[src/rtl/fetch_pkg.sv]
// Shared types and constants for the instruction-fetch front end.
// Used by the fetch sequencer and by the reusable branch target unit.
package fetch_pkg;

    typedef enum logic [1:0] {
        FETCH = 2'd0,
        WAIT  = 2'd1,
        HOLD  = 2'd2,
        DRAIN = 2'd3
    } fetch_state_t;

    typedef enum logic [1:0] {
        RK_B    = 2'd0,
        RK_COND = 2'd1,
        RK_BR   = 2'd2,
        RK_RSVD = 2'd3
    } redirect_kind_t;

    localparam int INSTR_BYTES = 4;

endpackage

[src/rtl/fetch_sequencer_branch_target.sv]
// Combinational control-transfer target computation.
// Shared between the fetch front end and the execute stage.
module branch_target
    import fetch_pkg::*;
#(
    parameter int WIDTH = 64
) (
    input  logic [1:0]       i_kind,
    input  logic [WIDTH-1:0] i_pc,
    input  logic [25:0]      i_imm,
    input  logic [WIDTH-1:0] i_reg,
    output logic             o_taken,
    output logic [WIDTH-1:0] o_target,
    output logic             o_align_err
);

    logic [WIDTH-1:0] w_off26;
    logic [WIDTH-1:0] w_off19;

    assign w_off26 = {{(WIDTH-28){i_imm[25]}}, i_imm, 2'b00};
    assign w_off19 = {{(WIDTH-21){i_imm[18]}}, i_imm[18:0], 2'b00};

    // Select target by kind; reserved kind reports not-taken
    always_comb begin
        o_taken     = 1'b0;
        o_target    = i_pc;
        o_align_err = 1'b0;
        unique case (redirect_kind_t'(i_kind))
            RK_B: begin
                o_taken  = 1'b1;
                o_target = i_pc + w_off26;
            end
            RK_COND: begin
                o_taken  = 1'b1;
                o_target = i_pc + w_off19;
            end
            RK_BR: begin
                o_taken     = 1'b1;
                o_target    = {i_reg[WIDTH-1:2], 2'b00};
                o_align_err = |i_reg[1:0];
            end
            RK_RSVD: begin
                o_taken = 1'b0;
            end
        endcase
    end

endmodule

[src/rtl/fetch_sequencer.sv]
// Instruction-fetch front end: PC register, fetch FSM and decode buffer.
// One outstanding memory read at a time; redirects squash wrong-path work.
module fetch_sequencer
    import fetch_pkg::*;
#(
    parameter int              WIDTH    = 64,
    parameter int              INSTR_W  = 32,
    parameter logic [WIDTH-1:0] RESET_PC = '0
) (
    input  logic               clk,
    input  logic               reset,
    output logic               imem_req,
    output logic [WIDTH-1:0]   imem_addr,
    input  logic               imem_gnt,
    input  logic               imem_rvalid,
    input  logic [INSTR_W-1:0] imem_rdata,
    output logic               instr_valid,
    output logic [INSTR_W-1:0] instr,
    output logic [WIDTH-1:0]   instr_pc,
    input  logic               instr_ready,
    input  logic               redirect_valid,
    input  logic [1:0]         redirect_kind,
    input  logic [WIDTH-1:0]   redirect_pc,
    input  logic [25:0]        redirect_imm,
    input  logic [WIDTH-1:0]   redirect_reg,
    output logic               align_err
);

    fetch_state_t       r_state;
    logic [WIDTH-1:0]   r_pc;
    logic [WIDTH-1:0]   r_instr_pc;
    logic [INSTR_W-1:0] r_instr;
    logic               r_instr_valid;
    logic               r_align_err;

    logic               w_bt_taken;
    logic               w_bt_align;
    logic [WIDTH-1:0]   w_target;
    logic               w_redirect;

    branch_target #(
        .WIDTH (WIDTH)
    ) u_branch_target (
        .i_kind      (redirect_kind),
        .i_pc        (redirect_pc),
        .i_imm       (redirect_imm),
        .i_reg       (redirect_reg),
        .o_taken     (w_bt_taken),
        .o_target    (w_target),
        .o_align_err (w_bt_align)
    );

    assign w_redirect  = redirect_valid & w_bt_taken;
    assign imem_req    = ~reset & (r_state == FETCH);
    assign imem_addr   = r_pc;
    assign instr_valid = r_instr_valid;
    assign instr       = r_instr;
    assign instr_pc    = r_instr_pc;
    assign align_err   = r_align_err;

    // Fetch FSM; a redirect overrides every other event in its cycle
    always_ff @(posedge clk) begin
        if (reset) begin
            r_state       <= FETCH;
            r_pc          <= RESET_PC;
            r_instr_valid <= 1'b0;
            r_instr       <= '0;
            r_instr_pc    <= '0;
            r_align_err   <= 1'b0;
        end else begin
            r_align_err <= 1'b0;
            if (w_redirect) begin
                r_pc          <= w_target;
                r_align_err   <= w_bt_align;
                r_instr_valid <= 1'b0;
                unique case (r_state)
                    FETCH: r_state <= imem_gnt ? DRAIN : FETCH;
                    WAIT:  r_state <= imem_rvalid ? FETCH : DRAIN;
                    HOLD:  r_state <= FETCH;
                    DRAIN: r_state <= imem_rvalid ? FETCH : DRAIN;
                endcase
            end else begin
                unique case (r_state)
                    FETCH: begin
                        if (imem_gnt) begin
                            r_state <= WAIT;
                        end
                    end
                    WAIT: begin
                        if (imem_rvalid) begin
                            r_instr       <= imem_rdata;
                            r_instr_pc    <= r_pc;
                            r_instr_valid <= 1'b1;
                            r_pc          <= r_pc + WIDTH'(INSTR_BYTES);
                            r_state       <= HOLD;
                        end
                    end
                    HOLD: begin
                        if (instr_ready) begin
                            r_instr_valid <= 1'b0;
                            r_state       <= FETCH;
                        end
                    end
                    DRAIN: begin
                        if (imem_rvalid) begin
                            r_state <= FETCH;
                        end
                    end
                endcase
            end
        end
    end

endmodule

[config.mk]
export PLATFORM = sky130hd
export DESIGN_NAME = fetch_sequencer
export DESIGN_NICKNAME = d
export VERILOG_FILES = /design/src/rtl/fetch_pkg.sv /design/src/rtl/fetch_sequencer_branch_target.sv /design/src/rtl/fetch_sequencer.sv
export SDC_FILE = /design/constraint.sdc
export NUM_CORES = 1
export LEC_CHECK = 0
export CORE_MARGIN = 4
export CORE_UTILIZATION = 49
export DETAILED_ROUTE_END_ITERATION = 10
export PLACE_DENSITY = 0.83
export SLEW_MARGIN = 20
export SYNTH_ARGS = -nofsm -noshare
export SYNTH_HDL_FRONTEND = slang
export SYNTH_SLANG_ARGS = --single-unit
export TNS_END_PERCENT = 100
[constraint.sdc]
create_clock -name clk -period 10.8 [get_ports clk]
set_clock_uncertainty 0.1 [all_clocks]
set_input_delay 3.24 -clock clk [delete_from_list [all_inputs] [get_ports clk]]
set_output_delay 3.24 -clock clk [all_outputs]
set_load 0.02 [all_outputs]
; ---- After elaboration in Yosys (flattened, before gate mapping)
; Index checks and enable logic that the tools add are counted.
[totals]
ff_bits = 164
input_bits = 194
[classes]
n_eq_ne = 12
n_addsub = 3
reduce_logical = 14
mux = 17
n_bitwise = 5
[op_table]
columns = cell, n
row1 = two-way mux 64 bit, 3
row2 = case mux 64 bit (3 select lines), 1
row3 = adder 64 bit, 2
row4 = adder 64 x 3 -> 64 bit (second input constant), 1
row5 = two-way mux 2 bit, 7
row6 = inequality test 3 bit (second input constant), 4
row7 = == test 2 bit (second input constant), 4
row8 = case mux 2 bit (4 select lines), 1
row9 = case mux 2 bit (3 select lines), 1
row10 = AND reduction 3 bit, 2
row11 = nonzero test 2 bit, 3
row12 = OR reduction 2 bit, 3
row13 = OR reduction 3 bit, 2
row14 = == test 2 x 1 -> 1 bit (second input constant), 2
row15 = zero test 2 bit, 2
row16 = inequality test 2 bit (second input constant), 2
row17 = case mux 1 bit (2 select lines), 2
row18 = AND reduction 4 bit, 1
row19 = NOT 1 bit, 3
row20 = AND 1 bit, 2
row21 = two-way mux 1 bit, 2
row22 = AND reduction 2 bit, 1

; ---- Depth between registers and ports, before layout
; Gate-level depths: netlist of the first run.
[depth]
word_depth = 6
mapped_depth = 16
ltp_nobuf = 14

; ---- By module
; A second synthesis of the first run with hierarchy kept.
[hier_totals]
hier_cells = 1734
area_unflattened_um2 = 12519.5
[modules_own_cells]
columns = mod, cells_per_inst, instances, area_per_inst_um2
row1 = fetch_sequencer, 985, 1, 7507.2
row2 = branch_target, 749, 1, 5012.3

; ---- Least setup slack after synthesis of the first run
; No wires, ideal clock.
[synth_path]
kind = input port to output port
from = input port reset
to = output port imem_req
cell_stages = 4
path_buffers = 3
t_required_ps = 7460
setup_slack_ps = 3194
arrival_ps = 4266
path_cell_list = clkbuf_1 clkbuf_1 buf_1 nor3_1
[synth_via]
elab_chain_cells = 2
[synth_rtl]
columns = element, line
row1 = "start, declared", fetch_sequencer.sv:11  ; input logic reset,
row2 = NOT 1 bit, fetch_sequencer.sv:54  ; assign imem_req = ~reset & (r_state == FETCH);
row3 = AND 1 bit, fetch_sequencer.sv:54
row4 = "end, declared", fetch_sequencer.sv:12  ; output logic imem_req,
; No other way between the ends.

; ---- Worst setup path after layout of the first run
; Ends and elaborated chain as after synthesis.

==> results of run 1 <==
-- cells by family after synthesis --
kind of cell / count (synthesis) / synth area share, %
multiplexers: 2 / 0.174
flip-flops: 164 / 28.6
buffers and inverters: 119 / 3.96
AND/OR/NAND/NOR: 621 / 25.1
AO/OA/AOI/OAI: 516 / 27.7
adder cells (fa/ha/maj): 69 / 7.58
XOR/XNOR: 90 / 6.86
-- per-layer routing --
layer / part of all wire, % / up-vias / track usage [%]
li1: - / 6328 / -
met1: 42 / 6134 / 44.1
met2: 44 / 756 / 51.2
met3: 10 / 98 / 7.12
met4: 3.3 / 0 / 10.7
met5: 0 / - / 0
-- cell type report --
cell class | instances | area [sq um] | share of cell area, %
Inverter | 29 | 109 | 0.689
Timing Repair Buffer | 370 | 3670 | 23.2
Clock inverter | 14 | 140 | 0.886
Multi-Input combinational cell | 1298 | 7770 | 49.1
Sequential cell | 164 | 3280 | 20.8
Clock buffer | 18 | 429 | 2.71
Antenna cell | 5 | 12.5 | 0.0791
Tap cell | 313 | 392 | 2.48
-- Yosys cell counts (all sizes together) (18+ instances only) --
cell type  number
a211oi         25
a21o           28
xor2           43
nand2         319
nor2           91
clkbuf         79
nand3          48
a31oi          18
and3           23
xnor2          47
inv            29
o21ai          92
nand4          32
ha             68
dfxtp         164
nor3           35
a21oi         220
-- registers in the layout (all words and copies together), names as in the netlist --
register     cells
instr_pc        64
instr_valid      1
r_state          2
instr           32
imem_addr       64
align_err        1
-- power by group --
group          internal (W)  switching [W]  total [W]
Sequential         0.000637      0.0000562   0.000694
Combinational      0.000276       0.000365   0.000641
Clock              0.000306       0.000278   0.000585
Total               0.00122       0.000700    0.00192
-- per-stage QoR --
stage                     area [sq um]  total power [W]
after floorplan                  11500          0.00106
after global placement           15200          0.00132
after detailed placement         15200          0.00133
after CTS                        15800          0.00191
after global routing             15800          0.00200
final                            15800          0.00192
-- worst max-delay path by stage --
stage	end	depth (start not counted)	slack (ns)
finish	imem_req	3	2.96
global route	imem_req	3	2.89
CTS	imem_req	3	2.97
detailed placement	imem_req	3	2.97
global placement	imem_req	3	2.95
floorplan	imem_req	4	3.19
-- worst min-delay path, cell delays in order (launching register included) --
cell     delay (ns)
dfxtp_1        0.31
nand2_1        0.05
a21oi_1        0.05
==> impl_metrics.xml, run 1 <==
<?xml version="1.0" encoding="UTF-8"?>
<metrics>
  <group name="timing">
    <metric name="finalCriticalPeriod" unit="ns">7.84</metric>
    <metric name="finalSetupViolCount" unit="">0</metric>
    <metric name="finalCritPeriodShare" unit="%">72.6</metric>
    <metric name="setup_total_negative_slack" unit="ns">0</metric>
    <metric name="final_critical_path_setup_slack" unit="ns">2.96</metric>
    <metric name="grt_setup_unrepaired" unit="">false</metric>
    <metric name="fmax" unit="MHz">128</metric>
    <metric name="timing.hold.ws" unit="ns">0.354</metric>
    <metric name="slew_headroom" unit="%">24.3</metric>
    <metric name="worst_slew_pin_slew" unit="ns">1.13</metric>
    <metric name="number_of_pins_exceeding_their_max_slew_limit_in_the_final_report" unit="">0</metric>
    <metric name="timing.final.hold_violations" unit="">0</metric>
  </group>
  <group name="final_layout">
    <metric name="final_core_util" unit="%">69.2</metric>
    <metric name="num-fill-cells" unit="">2008</metric>
    <metric name="mostFrequentLayoutCell" unit="">clkdlybuf4s50_1</metric>
    <metric name="non_filler_cells_final" unit="">2211</metric>
    <metric name="num-nets-final" unit="">2143</metric>
    <metric name="layout-drive-gt1-share" unit="%">3.80</metric>
    <metric name="layout_common_cells" unit="">clkdlybuf4s50_1, nand2_1, a21oi_1, dfxtp_1, nor2_1</metric>
    <metric name="flow.area_growth_from_synthesis" unit="%">37.6</metric>
  </group>
  <group name="detailed_routing">
    <metric name="detail_route.wirelength" unit="um">44600</metric>
    <metric name="drt-vias-per-instance" unit="">6.02</metric>
    <metric name="detailedRoute.firstPassIterationCount" unit="">7</metric>
    <metric name="drt-initial-drc-count" unit="">1735</metric>
    <metric name="routed_wire_length_per_instance" unit="um">20.2</metric>
    <metric name="route.vias.total" unit="">13316</metric>
    <metric name="post-route-drc-count" unit="">0</metric>
    <metric name="antenna_violating_nets_post_route" unit="">0</metric>
  </group>
  <group name="placement">
    <metric name="hpwl" unit="um">34600</metric>
    <metric name="place_inst" unit="">2173</metric>
    <metric name="io_buffer_count" unit="">356</metric>
    <metric name="gp_congestion" unit="">0.985</metric>
    <metric name="post_place_setup_slack" unit="ns">2.97</metric>
  </group>
  <group name="hold_path">
    <metric name="worst_hold_startpoint" unit="">instr_pc[37]</metric>
    <metric name="worst_hold_path.endpoint" unit="">instr_pc[37]</metric>
    <metric name="worstHoldPathType" unit="">reg -&gt; reg</metric>
    <metric name="worstHoldPathCells" unit="">2</metric>
  </group>
  <group name="cts">
    <metric name="clock_tree.root_cell" unit="">clkbuf_16</metric>
    <metric name="clkSinkCount" unit="">164</metric>
    <metric name="insertion_delay" unit="ns">0.43</metric>
    <metric name="post_cts_buffers" unit="">0</metric>
    <metric name="cts.path.max_buffers" unit="">2</metric>
    <metric name="cts_buffers" unit="">17</metric>
    <metric name="clk_pin_slew" unit="ns">0.06</metric>
    <metric name="holdBufCountCts" unit="">0</metric>
    <metric name="cts_max_level" unit="">4</metric>
    <metric name="post_cts_resized" unit="">0</metric>
    <metric name="tritoncts" unit="">done</metric>
  </group>
  <group name="yosys">
    <metric name="postSynthNetCount" unit="">1844</metric>
    <metric name="cell_taking_the_most_area_after_synthesis" unit="">dfxtp_1</metric>
    <metric name="synth_cell_types" unit="">81</metric>
    <metric name="synth-edff-count" unit="">0</metric>
    <metric name="synth_area_leaders" unit="">dfxtp_1, nand2_1, a21oi_1</metric>
    <metric name="yosysSeqAreaShare" unit="%">28.6</metric>
    <metric name="yosysTopAreaCellShare" unit="%">28.6</metric>
    <metric name="avgSynthCellArea" unit="sq um">7.27</metric>
    <metric name="synth-warning-count" unit="">0</metric>
    <metric name="postSynth.asyncResetShare" unit="%">0</metric>
    <metric name="yosys_most_used_dff" unit="">dfxtp_1</metric>
    <metric name="synthesis.area" unit="sq mm">0.0115</metric>
    <metric name="postSynthRegisterBits" unit="">164</metric>
    <metric name="syn_inst" unit="">1581</metric>
  </group>
  <group name="worst_setup_path">
    <metric name="startpoint_type" unit="">primary input</metric>
    <metric name="timing.critical_path.to_type" unit="">output pin</metric>
    <metric name="worstReg2RegEnd" unit="">imem_addr[47]</metric>
    <metric name="worst-endpoint-arrival" unit="ns">4.50</metric>
    <metric name="crit_type" unit="">in -&gt; out</metric>
    <metric name="path_delay_family" unit="">buffers and inverters</metric>
    <metric name="cp.buffers_inverters" unit="">2</metric>
    <metric name="crit_slowest_cell" unit="">clkdlybuf4s50_1</metric>
    <metric name="worst-r2r-cell-count" unit="">8</metric>
    <metric name="worst_setup_path_startpoint" unit="">reset</metric>
    <metric name="worst_r2r_start" unit="">r_state[1]</metric>
    <metric name="critPathRequiredTime" unit="ns">7.46</metric>
    <metric name="critPathMaxFanout" unit="">63</metric>
    <metric name="cpPeakStageDelay" unit="ns">0.58</metric>
    <metric name="cp_cell_sequence" unit="">buf_4 -&gt; nor3_1 -&gt; clkdlybuf4s50_1</metric>
    <metric name="r2r_slack" unit="ns">7.36</metric>
  </group>
  <group name="grt">
    <metric name="wire_length_of_the_first_global_routing_pass" unit="um">68400</metric>
    <metric name="first_global_vias" unit="">12291</metric>
    <metric name="grt_start_max_net_pins" unit="">101</metric>
    <metric name="globalRouteOverflowTotal" unit="">0</metric>
    <metric name="groute.usage.overall" unit="%">32.4</metric>
    <metric name="grt_antenna_before_repair" unit="">5</metric>
  </group>
  <group name="floorplanning">
    <metric name="fp.dieH" unit="um">161</metric>
    <metric name="start_util" unit="%">50.3</metric>
    <metric name="count_of_boundary_i_o_pins" unit="">357</metric>
    <metric name="fp-row-count" unit="">55</metric>
    <metric name="dieArea" unit="sq mm">0.0260</metric>
    <metric name="dieWidth" unit="um">161</metric>
    <metric name="core" unit="sq mm">0.0228</metric>
  </group>
  <group name="job">
    <metric name="max_cap_violations" unit="">0</metric>
  </group>
  <group name="power_and_ir_drop">
    <metric name="max-vdd-ir-drop" unit="mV">0.114</metric>
    <metric name="leakagePower" unit="nW">5.78</metric>
    <metric name="power_per_cell_area" unit="mW/mm^2">121</metric>
  </group>
  <group name="outcome">
    <metric name="run_status" unit="">finished, final reports clean</metric>
  </group>
</metrics>
Power figures use the tool's default switching activity.
==> run 2: changes to the inputs <==
CORE_UTILIZATION = 43   (was 49)
PLACE_DENSITY = 0.78   (was 0.83)
clock period = 6.56 ns   (was 10.8 ns; I/O delays follow)
==> run 2 against run 1 <==
Via count rose by 0.22%. Non-clock buffer count increased by 5. Sequential cell count unchanged. Wire length rose by 3.1%. Critical endpoint is now imem_addr[55].
==> impl_metrics.xml, run 2 (same netlist as run 1, synthesis figures left out) <==
<?xml version="1.0" encoding="UTF-8"?>
<metrics>
  <group name="cts">
    <metric name="cts_max_level" unit="">4</metric>
    <metric name="clock_tree.root_cell" unit="">clkbuf_16</metric>
    <metric name="post_cts_buffers" unit="">0</metric>
    <metric name="tritoncts" unit="">done</metric>
    <metric name="clkSinkCount" unit="">164</metric>
    <metric name="post_cts_resized" unit="">0</metric>
    <metric name="clk_pin_slew" unit="ns">0.08</metric>
    <metric name="cts_buffers" unit="">17</metric>
    <metric name="holdBufCountCts" unit="">0</metric>
    <metric name="insertion_delay" unit="ns">0.44</metric>
    <metric name="cts.path.max_buffers" unit="">2</metric>
  </group>
  <group name="final_layout">
    <metric name="final_area" unit="sq mm">0.0160</metric>
    <metric name="flow.area_growth_from_synthesis" unit="%">38.9</metric>
    <metric name="final_core_util" unit="%">60.9</metric>
    <metric name="layout-drive-gt1-share" unit="%">4.11</metric>
    <metric name="non_filler_cells_final" unit="">2239</metric>
    <metric name="num-nets-final" unit="">2148</metric>
    <metric name="layout_common_cells" unit="">clkdlybuf4s50_1, nand2_1, a21oi_1, dfxtp_1, nor2_1</metric>
    <metric name="mostFrequentLayoutCell" unit="">clkdlybuf4s50_1</metric>
  </group>
  <group name="power_and_ir_drop">
    <metric name="clockPowerShare" unit="%">33.1</metric>
    <metric name="total_switching_power" unit="W">0.00114</metric>
    <metric name="totalPowerFinal" unit="W">0.00330</metric>
    <metric name="power_per_cell_area" unit="mW/mm^2">207</metric>
    <metric name="power_frac_comb" unit="%">32.2</metric>
    <metric name="max-vdd-ir-drop" unit="mV">0.148</metric>
    <metric name="leakagePower" unit="nW">5.85</metric>
    <metric name="netSwitchingFraction" unit="%">34.7</metric>
    <metric name="cell_internal_pwr" unit="W">0.00215</metric>
    <metric name="power.sequential.fraction" unit="%">34.7</metric>
  </group>
  <group name="worst_setup_path">
    <metric name="crit_slowest_cell" unit="">clkdlybuf4s50_1</metric>
    <metric name="cp_cell_sequence" unit="">clkdlybuf4s50_1 -&gt; inv_1 -&gt; o21ai_0 -&gt; and2_1 -&gt; inv_1 -&gt; buf_4 -&gt; ha_1 -&gt; and3_1 -&gt; nand2_1 -&gt; nor3_1 -&gt; o21a_1 -&gt; a31oi_1 -&gt; o21a_1 -&gt; a21o_1 -&gt; xor2_1 -&gt; a2111oi_0</metric>
    <metric name="timing.critical_path.to_type" unit="">register</metric>
    <metric name="worst_setup_path_startpoint" unit="">redirect_kind[0]</metric>
    <metric name="worst-endpoint-arrival" unit="ns">5.96</metric>
    <metric name="worst_r2r_start" unit="">imem_addr[30]</metric>
    <metric name="worstReg2RegEnd" unit="">imem_addr[47]</metric>
    <metric name="startpoint_type" unit="">primary input</metric>
    <metric name="crit_type" unit="">in -&gt; reg</metric>
    <metric name="critPathMaxFanout" unit="">24</metric>
    <metric name="critPathRequiredTime" unit="ns">6.78</metric>
    <metric name="r2r_slack" unit="ns">3.40</metric>
    <metric name="cpPeakStageDelay" unit="ns">0.46</metric>
    <metric name="worst-r2r-cell-count" unit="">8</metric>
  </group>
  <group name="hold_path">
    <metric name="worstHoldPathCells" unit="">2</metric>
    <metric name="worst_hold_path.endpoint" unit="">instr[13]</metric>
    <metric name="worstHoldPathType" unit="">reg -&gt; reg</metric>
    <metric name="worst_hold_startpoint" unit="">instr[13]</metric>
  </group>
  <group name="grt">
    <metric name="groute.usage.overall" unit="%">29.5</metric>
    <metric name="grt_antenna_before_repair" unit="">6</metric>
    <metric name="first_global_vias" unit="">12374</metric>
    <metric name="globalRouteOverflowTotal" unit="">0</metric>
    <metric name="wire_length_of_the_first_global_routing_pass" unit="um">69200</metric>
    <metric name="grt_start_max_net_pins" unit="">97</metric>
  </group>
  <group name="timing">
    <metric name="slew_headroom" unit="%">27.5</metric>
    <metric name="finalCritPeriodShare" unit="%">87.6</metric>
    <metric name="finalCriticalPeriod" unit="ns">5.75</metric>
    <metric name="grt_setup_unrepaired" unit="">false</metric>
    <metric name="worst_slew_pin_slew" unit="ns">1.09</metric>
    <metric name="number_of_pins_exceeding_their_max_slew_limit_in_the_final_report" unit="">0</metric>
    <metric name="finalSetupViolCount" unit="">0</metric>
    <metric name="fmax" unit="MHz">174</metric>
    <metric name="timing.final.hold_violations" unit="">0</metric>
    <metric name="setup_total_negative_slack" unit="ns">0</metric>
  </group>
  <group name="floorplanning">
    <metric name="fp-row-count" unit="">59</metric>
    <metric name="dieArea" unit="sq mm">0.0294</metric>
    <metric name="fp.dieH" unit="um">171</metric>
    <metric name="core" unit="sq mm">0.0262</metric>
    <metric name="dieWidth" unit="um">171</metric>
    <metric name="count_of_boundary_i_o_pins" unit="">357</metric>
    <metric name="start_util" unit="%">43.8</metric>
  </group>
  <group name="detailed_routing">
    <metric name="drt-initial-drc-count" unit="">1577</metric>
    <metric name="antenna_violating_nets_post_route" unit="">0</metric>
    <metric name="route.vias.total" unit="">13345</metric>
    <metric name="drt-vias-per-instance" unit="">5.96</metric>
    <metric name="routed_wire_length_per_instance" unit="um">20.5</metric>
    <metric name="detail_route.wirelength" unit="um">46000</metric>
    <metric name="post-route-drc-count" unit="">0</metric>
    <metric name="detailedRoute.firstPassIterationCount" unit="">6</metric>
  </group>
  <group name="placement">
    <metric name="hpwl" unit="um">35800</metric>
    <metric name="io_buffer_count" unit="">356</metric>
    <metric name="placedInstanceArea" unit="sq mm">0.0153</metric>
    <metric name="gp_congestion" unit="">0.975</metric>
    <metric name="place_inst" unit="">2201</metric>
  </group>
  <group name="outcome">
    <metric name="run_status" unit="">finished, final reports clean</metric>
  </group>
  <group name="job">
    <metric name="max_cap_violations" unit="">0</metric>
  </group>
</metrics>
run 2: changes by cell type in the layout (fill, tap and decap cells not counted), moves of 2 or more:
cell	before	now
buf_4	14	18
bufinv_16	0	4
clkinvlp_4	4	1
clkinv_4	0	2
clkinv_8	2	0
diode_2	5	7
run 2: worst max-delay path, delay by kind of cell:
family	cells	cell delay (ns)
xor gates and xnor gates	1	0.16
AOI/OAI and AO/OA	6	1.11
and+or+nand+nor	4	0.90
buffers and inverters	4	1.50
adders and majority gates	1	0.33
run 2: worst max path at each step:
stage / end / cells after the start
after floorplan: imem_addr[47] / 15
after global placement: imem_addr[49] / 16
after detailed placement: imem_addr[55] / 16
after CTS: imem_addr[55] / 16
after global routing: imem_addr[53] / 16
final: imem_addr[55] / 16
run 2: through the flow:
step	setup slack, ns	hold slack, ns
6_report	0.815	0.352
5_1_grt	0.450	0.369
4_1_cts	0.864	0.355
3_5_place_dp	0.406	0.346
3_3_place_gp	0.565	0.341
2_1_floorplan	0.796	0.435
run 2: power groups by stage:
stage	combinational (W)	sequential [W]	clock (W)
detailed placement	0.00104	0.00116	0
global route	0.00114	0.00115	0.00115
global placement	0.00103	0.00116	0
finish	0.00106	0.00114	0.00109
floorplan	0.000556	0.00119	0
CTS	0.00104	0.00114	0.00111
run 2: final cells by class:
type,count,area (sq um)
Multi-Input combinational cell,1298,7770
Clock buffer,17,425
Timing Repair Buffer,375,3720
Tap cell,335,419
Antenna cell,7,17.5
Sequential cell,164,3280
Clock inverter,14,211
Fill cell,2396,10200
Inverter,29,109
run 2: routing by layer:
layer / wire length (um) / GRT usage, %
met3: 4320 / 4.41
met1: 19800 / 41.5
met4: 1250 / 9.47
met2: 20600 / 46.7
met5: 0 / 0
==> run 3: changes to the inputs <==
CORE_UTILIZATION = 49   (was 43)
DONT_BUFFER_PORTS = 1   (was not set)
PLACE_DENSITY = 0.66   (was 0.78)
==> run 3 against run 2 <==
Die area is 12% lower. Hold slack better by 0.10 ns. Largest cell class unchanged. Clock power is 10% lower. Maximum frequency is 4.0% higher. Global-route usage is 0.32 points higher. Highest routed layer is now met5. Sequential power is 7% higher. Utilization is 7.4 points lower. Critical endpoint is now imem_addr[40]. Clock-buffer cell count is 1 higher. Setup slack better by 0.22 ns. Non-clock buffer count is 364 lower.
==> impl_metrics.xml, run 3 (same netlist as run 1, synthesis figures left out) <==
<?xml version="1.0" encoding="UTF-8"?>
<metrics>
  <group name="grt">
    <metric name="globalRouteOverflowTotal" unit="">0</metric>
    <metric name="groute.usage.overall" unit="%">29.9</metric>
    <metric name="grt_antenna_before_repair" unit="">5</metric>
    <metric name="grt_start_max_net_pins" unit="">151</metric>
    <metric name="first_global_vias" unit="">10595</metric>
    <metric name="wire_length_of_the_first_global_routing_pass" unit="um">62200</metric>
  </group>
  <group name="cts">
    <metric name="clkSinkCount" unit="">164</metric>
    <metric name="clock_tree.root_cell" unit="">clkbuf_16</metric>
    <metric name="cts_buffers" unit="">17</metric>
    <metric name="tritoncts" unit="">done</metric>
    <metric name="insertion_delay" unit="ns">0.44</metric>
    <metric name="post_cts_resized" unit="">0</metric>
    <metric name="cts_max_level" unit="">4</metric>
    <metric name="clk_pin_slew" unit="ns">0.07</metric>
    <metric name="holdBufCountCts" unit="">0</metric>
    <metric name="post_cts_buffers" unit="">0</metric>
    <metric name="cts.path.max_buffers" unit="">2</metric>
  </group>
  <group name="final_layout">
    <metric name="num-nets-final" unit="">1784</metric>
    <metric name="num-fill-cells" unit="">2275</metric>
    <metric name="final_core_util" unit="%">53.5</metric>
    <metric name="layout-drive-gt1-share" unit="%">4.43</metric>
    <metric name="flow.area_growth_from_synthesis" unit="%">6.46</metric>
    <metric name="layout_common_cells" unit="">nand2_1, a21oi_1, dfxtp_1, nor2_1, o21ai_0</metric>
    <metric name="mostFrequentLayoutCell" unit="">nand2_1</metric>
    <metric name="non_filler_cells_final" unit="">1850</metric>
    <metric name="seqCellArea" unit="sq mm">0.00328</metric>
    <metric name="multiInputGateArea" unit="sq mm">0.00777</metric>
  </group>
  <group name="placement">
    <metric name="io_buffer_count" unit="">0</metric>
    <metric name="hpwl" unit="um">31400</metric>
    <metric name="gp_congestion" unit="">0.956</metric>
    <metric name="place_inst" unit="">1814</metric>
  </group>
  <group name="worst_setup_path">
    <metric name="worst_r2r_start" unit="">imem_addr[27]</metric>
    <metric name="critPathMaxFanout" unit="">57</metric>
    <metric name="worst_setup_path_endpoint" unit="">imem_addr[40]</metric>
    <metric name="worst-r2r-cell-count" unit="">8</metric>
    <metric name="critPathRequiredTime" unit="ns">6.81</metric>
    <metric name="worstReg2RegEnd" unit="">imem_addr[47]</metric>
    <metric name="worst_setup_path_startpoint" unit="">redirect_kind[1]</metric>
    <metric name="startpoint_type" unit="">primary input</metric>
    <metric name="worst-endpoint-arrival" unit="ns">5.78</metric>
    <metric name="timing.critical_path.to_type" unit="">register</metric>
    <metric name="r2r_slack" unit="ns">3.21</metric>
    <metric name="crit_type" unit="">in -&gt; reg</metric>
  </group>
  <group name="timing">
    <metric name="setup_total_negative_slack" unit="ns">0</metric>
    <metric name="timing.final.hold_violations" unit="">0</metric>
    <metric name="finalCriticalPeriod" unit="ns">5.53</metric>
    <metric name="finalCritPeriodShare" unit="%">84.2</metric>
    <metric name="number_of_pins_exceeding_their_max_slew_limit_in_the_final_report" unit="">0</metric>
    <metric name="slew_headroom" unit="%">35.8</metric>
    <metric name="fmax" unit="MHz">181</metric>
    <metric name="worst_slew_pin_slew" unit="ns">0.961</metric>
    <metric name="finalSetupViolCount" unit="">0</metric>
    <metric name="grt_setup_unrepaired" unit="">false</metric>
  </group>
  <group name="floorplanning">
    <metric name="dieWidth" unit="um">161</metric>
    <metric name="dieArea" unit="sq mm">0.0260</metric>
    <metric name="fp.dieH" unit="um">161</metric>
    <metric name="start_util" unit="%">50.3</metric>
    <metric name="count_of_boundary_i_o_pins" unit="">357</metric>
    <metric name="core" unit="sq mm">0.0228</metric>
    <metric name="fp-row-count" unit="">55</metric>
  </group>
  <group name="detailed_routing">
    <metric name="routed_wire_length_per_instance" unit="um">22.3</metric>
    <metric name="post-route-drc-count" unit="">0</metric>
    <metric name="detail_route.wirelength" unit="um">41300</metric>
    <metric name="drt-vias-per-instance" unit="">6.39</metric>
    <metric name="drt-initial-drc-count" unit="">1412</metric>
    <metric name="route.vias.total" unit="">11830</metric>
    <metric name="antenna_violating_nets_post_route" unit="">0</metric>
    <metric name="detailedRoute.firstPassIterationCount" unit="">6</metric>
  </group>
  <group name="power_and_ir_drop">
    <metric name="max-vdd-ir-drop" unit="mV">0.183</metric>
    <metric name="power_per_cell_area" unit="mW/mm^2">239</metric>
    <metric name="totalPowerFinal" unit="W">0.00292</metric>
    <metric name="leakagePower" unit="nW">4.45</metric>
  </group>
  <group name="hold_path">
    <metric name="worstHoldPathType" unit="">reg -&gt; reg</metric>
  </group>
  <group name="job">
    <metric name="max_cap_violations" unit="">0</metric>
  </group>
  <group name="outcome">
    <metric name="run_status" unit="">finished, final reports clean</metric>
  </group>
</metrics>
-- run 3: cell count changes in the layout (fill, tap and decap cells not counted) --
cell             before  now
clkinvlp_4            1    4
inv_8                 2    5
diode_2               7    3
bufinv_16             4    0
inv_6                 5    2
clkinv_8              0    2
clkinv_4              2    1
clkdlybuf4s50_1     354    0
clkbuf_1              0    1
buf_4                18   10
buf_2                 1    0
buf_12                2    1
-- run 3: per-stage QoR --
stage	hold WS [ns]	worst slack (ns)	cell area [sq um]
after CTS	0.453	1.19	12200
after global routing	0.469	0.719	12200
after global placement	0.438	0.802	11600
after floorplan	0.435	0.796	11500
after detailed placement	0.443	0.745	11600
final	0.456	1.03	12200
-- run 3: final cells by class --
cell class / count / area share, %
Timing Repair Buffer: 11 / 0.777
Antenna cell: 3 / 0.0614
Inverter: 29 / 0.890
Tap cell: 313 / 3.20
Clock inverter: 14 / 1.19
Multi-Input combinational cell: 1298 / 63.5
Clock buffer: 18 / 3.51
Sequential cell: 164 / 26.8
-- run 3: critical path, stage by stage --
cell and delay (ns):
inv_1 0.21, nand3_1 0.24, and2_1 0.23, inv_1 0.41, buf_4 0.39, ha_1 0.28, nand2_1 0.16, nor2_1 0.24
nand2_1 0.09, a311oi_1 0.43, a21o_1 0.19, nor3_1 0.06, o31ai_1 0.53, o21ai_0 0.18, a31oi_1 0.15
-- run 3: worst min-delay path by stage --
stage	slack [ns]	cells past startpoint	to	startpoint
global route	0.47	2	instr[11]	instr[11]
global placement	0.44	2	instr_pc[35]	instr_pc[35]
CTS	0.45	2	instr[5]	instr[5]
detailed placement	0.44	2	instr[5]	instr[5]
floorplan	0.43	2	instr[0]	instr[0]
finish	0.46	2	instr[17]	instr[17]
-- run 3: report_power, final --
| part | switching, W | internal [W] |
|---|---|---|
| logic | 0.000450 | 0.000271 |
| registers | 0.000174 | 0.00105 |
| clock network | 0.000470 | 0.000506 |
-- run 3: metal layers --
metal | global-route usage [%] | up-vias | wire length [um]
met5 | 0 | - | 38
met4 | 9.65 | 4 | 1040
met3 | 7.66 | 80 | 4740
met2 | 45.2 | 671 | 17800
met1 | 41.7 | 5472 | 17600
li1 | - | 5603 | -
